## config.mk

```make
export PLATFORM = sky130hd
export DESIGN_NAME = mem_arbiter
export DESIGN_NICKNAME = d
export VERILOG_FILES = /design/src/rtl/mem_arbiter.sv
export SDC_FILE = /design/constraint.sdc
export NUM_CORES = 1
export LEC_CHECK = 0
export ABC_AREA = 1
export BUFFER_PORTS_ARGS = -buffer_cell sky130_fd_sc_hd__buf_4
export CORE_AREA = 2 2 157 159
export CTS_CLUSTER_DIAMETER = 40
export DETAILED_ROUTE_END_ITERATION = 7
export DIE_AREA = 0 0 159 161
export PLACE_DENSITY = 0.47
export SLEW_MARGIN = 20
export SYNTH_ARGS = -nofsm -noshare
export SYNTH_HDL_FRONTEND = slang
export SYNTH_SLANG_ARGS = --single-unit
```

## constraint.sdc

```tcl
create_clock -name CLK -period 2.15 [get_ports CLK]
set_clock_uncertainty 0.05 [all_clocks]
set_input_delay 0.645 -clock CLK [delete_from_list [all_inputs] [get_ports CLK]]
set_output_delay 0.645 -clock CLK [all_outputs]
set_load 0.02 [all_outputs]
```

## src/rtl/mem_arbiter.sv

```systemverilog
// rtl/mem_arbiter.sv - round-robin arbiter sharing one RAM port among NREQ cache requesters, with burst lock
// Optional MEM_ARB_WRITE_PRIORITY_EN: pending writes win IDLE arbitration over reads.

module mem_arbiter #(
  parameter int NREQ      = 4,
  parameter int MAX_BURST = 2
) (
  input  logic              CLK,
  input  logic              nRST,
  input  logic [NREQ-1:0]   req_ren,
  input  logic [NREQ-1:0]   req_wen,
  input  logic [NREQ*32-1:0] req_addr,
  input  logic [NREQ*32-1:0] req_store,
  input  logic [NREQ-1:0]   req_burst,
  output logic [NREQ-1:0]   req_wait,
  output logic [31:0]       req_load,
  output logic [NREQ-1:0]   grant,
  output logic              ram_ren,
  output logic              ram_wen,
  output logic [31:0]       ram_addr,
  output logic [31:0]       ram_store,
  input  logic              ram_ready,
  input  logic [31:0]       ram_load
);
  localparam int PW = (NREQ > 1) ? $clog2(NREQ) : 1;
  localparam int CW = $clog2(MAX_BURST) + 1;

  typedef enum logic {IDLE, XFER} state_t;

  state_t          state, state_n;
  logic [NREQ-1:0] grant_n;
  logic [PW-1:0]   rr_ptr, rr_ptr_n, g_idx, win_idx;
  logic [CW-1:0]   burst_cnt, burst_cnt_n, burst_inc;
  logic [NREQ-1:0] active, cand;
  logic            win_found;

  assign active    = req_ren | req_wen;
  assign req_load  = ram_load;
  assign burst_inc = burst_cnt + 1'b1;
  assign req_wait  = active & ~(grant & {NREQ{ram_ready && (state == XFER)}});

  always_comb begin
    g_idx = '0;
    for (int i = 0; i < NREQ; i++)
      if (grant[i]) g_idx = PW'(i);
  end

  always_comb begin
    cand = active;
`ifdef MEM_ARB_WRITE_PRIORITY_EN
    if (|req_wen) cand = req_wen;
`endif
  end

  // Scan indices above rr_ptr first, then wrap to the low indices.
  always_comb begin
    win_idx   = '0;
    win_found = 1'b0;
    for (int i = 0; i < NREQ; i++)
      if (!win_found && cand[i] && (PW'(i) > rr_ptr)) begin
        win_found = 1'b1;
        win_idx   = PW'(i);
      end
    for (int i = 0; i < NREQ; i++)
      if (!win_found && cand[i]) begin
        win_found = 1'b1;
        win_idx   = PW'(i);
      end
  end

  always_comb begin
    state_n     = state;
    grant_n     = grant;
    rr_ptr_n    = rr_ptr;
    burst_cnt_n = burst_cnt;
    ram_ren     = 1'b0;
    ram_wen     = 1'b0;
    ram_addr    = '0;
    ram_store   = '0;
    case (state)
      IDLE: begin
        if (win_found) begin
          grant_n     = NREQ'(1) << win_idx;
          burst_cnt_n = '0;
          state_n     = XFER;
        end
      end
      XFER: begin
        ram_addr  = req_addr[g_idx*32 +: 32];
        ram_store = req_store[g_idx*32 +: 32];
        ram_wen   = req_wen[g_idx];
        ram_ren   = req_ren[g_idx] & ~req_wen[g_idx];
        // Completion takes precedence over a same-cycle request drop.
        if (ram_ready) begin
          rr_ptr_n    = g_idx;
          burst_cnt_n = burst_inc;
          if (!(req_burst[g_idx] && (burst_inc < CW'(MAX_BURST)))) begin
            grant_n = '0;
            state_n = IDLE;
          end
        end else if (!active[g_idx]) begin
          grant_n = '0;
          state_n = IDLE;
        end
      end
      default: state_n = IDLE;
    endcase
  end

  always_ff @(posedge CLK or negedge nRST) begin
    if (!nRST) begin
      state     <= IDLE;
      grant     <= '0;
      rr_ptr    <= PW'(NREQ - 1);
      burst_cnt <= '0;
    end else begin
      state     <= state_n;
      grant     <= grant_n;
      rr_ptr    <= rr_ptr_n;
      burst_cnt <= burst_cnt_n;
    end
  end

endmodule

```

==> qor.yml <==
yosys:
  synthXorXnorAreaFrac_pct: 0.274
  synth_fa_ha_area_share_pct: 0
  ys.warnings.count: 0
  synth_largest_area_cell: "nor2_1"
  synthSimpleGateAreaFrac_pct: 40.2
  synth_compound_area_share_pct: 33.2
  synthMuxAreaShare_pct: 0
  yosysTopAreaCellShare_pct: 31.7
  synth_area_per_cell_um2: 4.82
  synth_fp_nets: 967
  synth_cell_types: 24
  netlist_area_um2: 3200
  ys_seq_area_share_pct: 7.11
  syn_inst: 664
  synth_top_family_by_area: "simple AND/OR/NAND/NOR gates"
  synth.area.top_cells: "nor2_1 32%, o21ai_0 12%, a21oi_1 10%"
  ys_ff_latch: 9
global_routing:
  grt_max_degree: 37
  grt_first_pass_wirelength_um: 32600
  antenna_found_initial: 0
  grt_overflow_total: 0
  grt_pass1_vias: 5487
  grtUsageTotal_pct: 16.1
sta:
  slew_viol_final: 0
  fin_ws_ns: -0.222
  hold_violations: 0
  tns_ns: -11.93
  finalSetupViolations: 66
  slew_headroom_pct: 79.9
  max_freq_mhz: 422
  rsz0062_at_grt: "true"
  tightestPinTransition_ns: 0.300
  holdWs_ns: 0.181
  finalCriticalPeriod_ns: 2.37
  finalCritPeriodShare_pct: 110
floorplan:
  boundaryPins: 409
  die_x_um: 159
  core_area_um2: 24000
  initial_core_util_pct: 13.4
  std_cell_rows: 57
  die_h_um: 161
  dieArea_um2: 25600
outcome:
  status: "finished, violations left"
  violations: "setup timing"
place:
  place_congestion: 0.899
  dp_cells: 1289
  hpwl_um: 16600
  io_buffer_count: 344
worst_setup_path:
  crit_arrival_ns: 1.68
  path_max_fanout: 6
  rrSetupSlack_ns: 0.34
  ff2ff_path_depth: 15
  critPathKind: "reg2out"
  cp-start-kind: "flip-flop"
  end_kind: "primary output"
  crit_required_ns: 1.45
route:
  drtPass1Iterations: 5
  wl_per_cell_um: 17.0
  antenna_left: 0
  via_count: 5558
  routed_wl_um: 22300
  post-route-drc-count: 0
  drt_iter0_drc: 465
  vias_per_cell: 4.23
finish:
  num-fill-cells: 2694
  diodes: 0
  syn_to_final_growth_pct: 125
  nNetsFinal: 1294
  instances_no_fill: 1314
  final_common_cell: "buf_4"
  most-common-layout-cells: "352 x buf_4, 246 x nor2_1, 78 x o21ai_1, 60 x a21oi_2, 45 x nand2_1"
  drive_gt1_share_pct: 53.8
power:
  power_density_nw_per_um2: 1540
  p_leak_uw: 0.00348
  ir_drop_mv: 0.488
clocking:
  htree_levels: 1
  numClockSinks: 9
  clock_latency_ns: 0.24
  cts_made_buffers: 3
  clockBufferDepth: 2
  cts_root_buffer: "clkbuf_16"
  cts_tree: "done"
  path_clk_slew_ns: 0.04
hold_path:
  hp-class: "in2async"
flow_run:
  max_cap_violations: 0
-- final cells by class --
| type | count | area (um^2) | area share [%] |
|---|---|---|---|
| inverter | 29 | 124 | 1.72 |
| multi-input combinational | 542 | 2780 | 38.5 |
| timing repair buffer | 406 | 3590 | 49.8 |
| sequential | 9 | 231 | 3.21 |
| clock buffer | 4 | 78.8 | 1.09 |
| tap | 324 | 405 | 5.63 |
-- cell families (layout without fill, tap and decap cells) --
family	count (synthesis)	after routing
AO/OA/AOI/OAI	208	208
XOR/XNOR	1	1
buffers and inverters	113	439
flip-flops	9	9
AND/OR/NAND/NOR	333	333
-- synthesized netlist by cell type --
| cell | count |
|---|---|
| a21oi_1 | 65 |
| a31oi_1 | 1 |
| buf_1 | 3 |
| buf_2 | 24 |
| buf_4 | 38 |
| buf_6 | 2 |
| clkbuf_1 | 14 |
| clkbuf_2 | 3 |
| dfrtp_1 | 7 |
| dfstp_2 | 2 |
| inv_1 | 23 |
| inv_2 | 6 |
| nand2_1 | 45 |
| nand2_2 | 3 |
| nand3_1 | 10 |
| nand4_1 | 3 |
| nor2_1 | 270 |
| nor2_4 | 1 |
| nor3_1 | 1 |
| o211ai_1 | 2 |
| o211ai_2 | 2 |
| o21ai_0 | 77 |
| o21ai_1 | 61 |
| xnor2_1 | 1 |
-- flip-flops by register name, indices dropped and copies added, names as in the netlist --
register   flops
grant          4
burst_cnt      2
rr_ptr         2
state          1
-- metal layers --
layer  global-route usage [%]  routed length, um  vias up
li1                         -                  -     2775
met1                     20.5               9440     2519
met2                     27.9              10800      226
met3                     3.08               1420       38
met4                     3.93                619        0
met5                        0                  0        -
-- critical path: stages (launching register included) --
cell	delay (ns)
dfrtp_2	0.42
nor2_4	0.17
inv_4	0.09
buf_12	0.16
buf_12	0.13
nor2_1	0.08
o21ai_1	0.08
a21oi_2	0.14
buf_4	0.16
-- worst paths after layout --
path	end	start
min	grant[0]$_DFFE_PN0P_	nRST
max reg2reg	grant[1]$_DFFE_PN0P_	grant[2]$_DFFE_PN0P_
max	ram_addr[10]	grant[2]$_DFFE_PN0P_
min in group CLK	rr_ptr[0]$_DFFE_PN1P_	rr_ptr[0]$_DFFE_PN1P_
min reg2reg	rr_ptr[0]$_DFFE_PN1P_	rr_ptr[0]$_DFFE_PN1P_
max in group asynchronous	rr_ptr[0]$_DFFE_PN1P_	nRST
-- report_power, final --
part	internal, uW	total (uW)	switching (uW)
Clock	249	341	92.2
Sequential	258	327	69.3
Combinational	4700	10400	5700
Total	5200	11100	5860
-- timing repair --
action	4_1_cts	5_1_grt
pin swaps	20	8
hold buffers	0	0
endpoints found under the setup margin	66	66
setup buffers	12	1
gates cloned	7	1
gates resized for setup	79	46
-- through the flow --
stage | power (uW) | setup WS (ns) | cell area, um^2 | utilization (%)
floorplan | 5460 | -0.00395 | 3430 | -
global placement | 9200 | -0.122 | 6460 | 27.0
detailed placement | 9160 | -0.0757 | 6460 | 27.0
CTS | 10800 | -0.239 | 7050 | 29.4
global route | 11800 | -0.335 | 7210 | 30.1
finish | 11100 | -0.222 | 7210 | 30.1
Power figures use the tool's default switching activity.
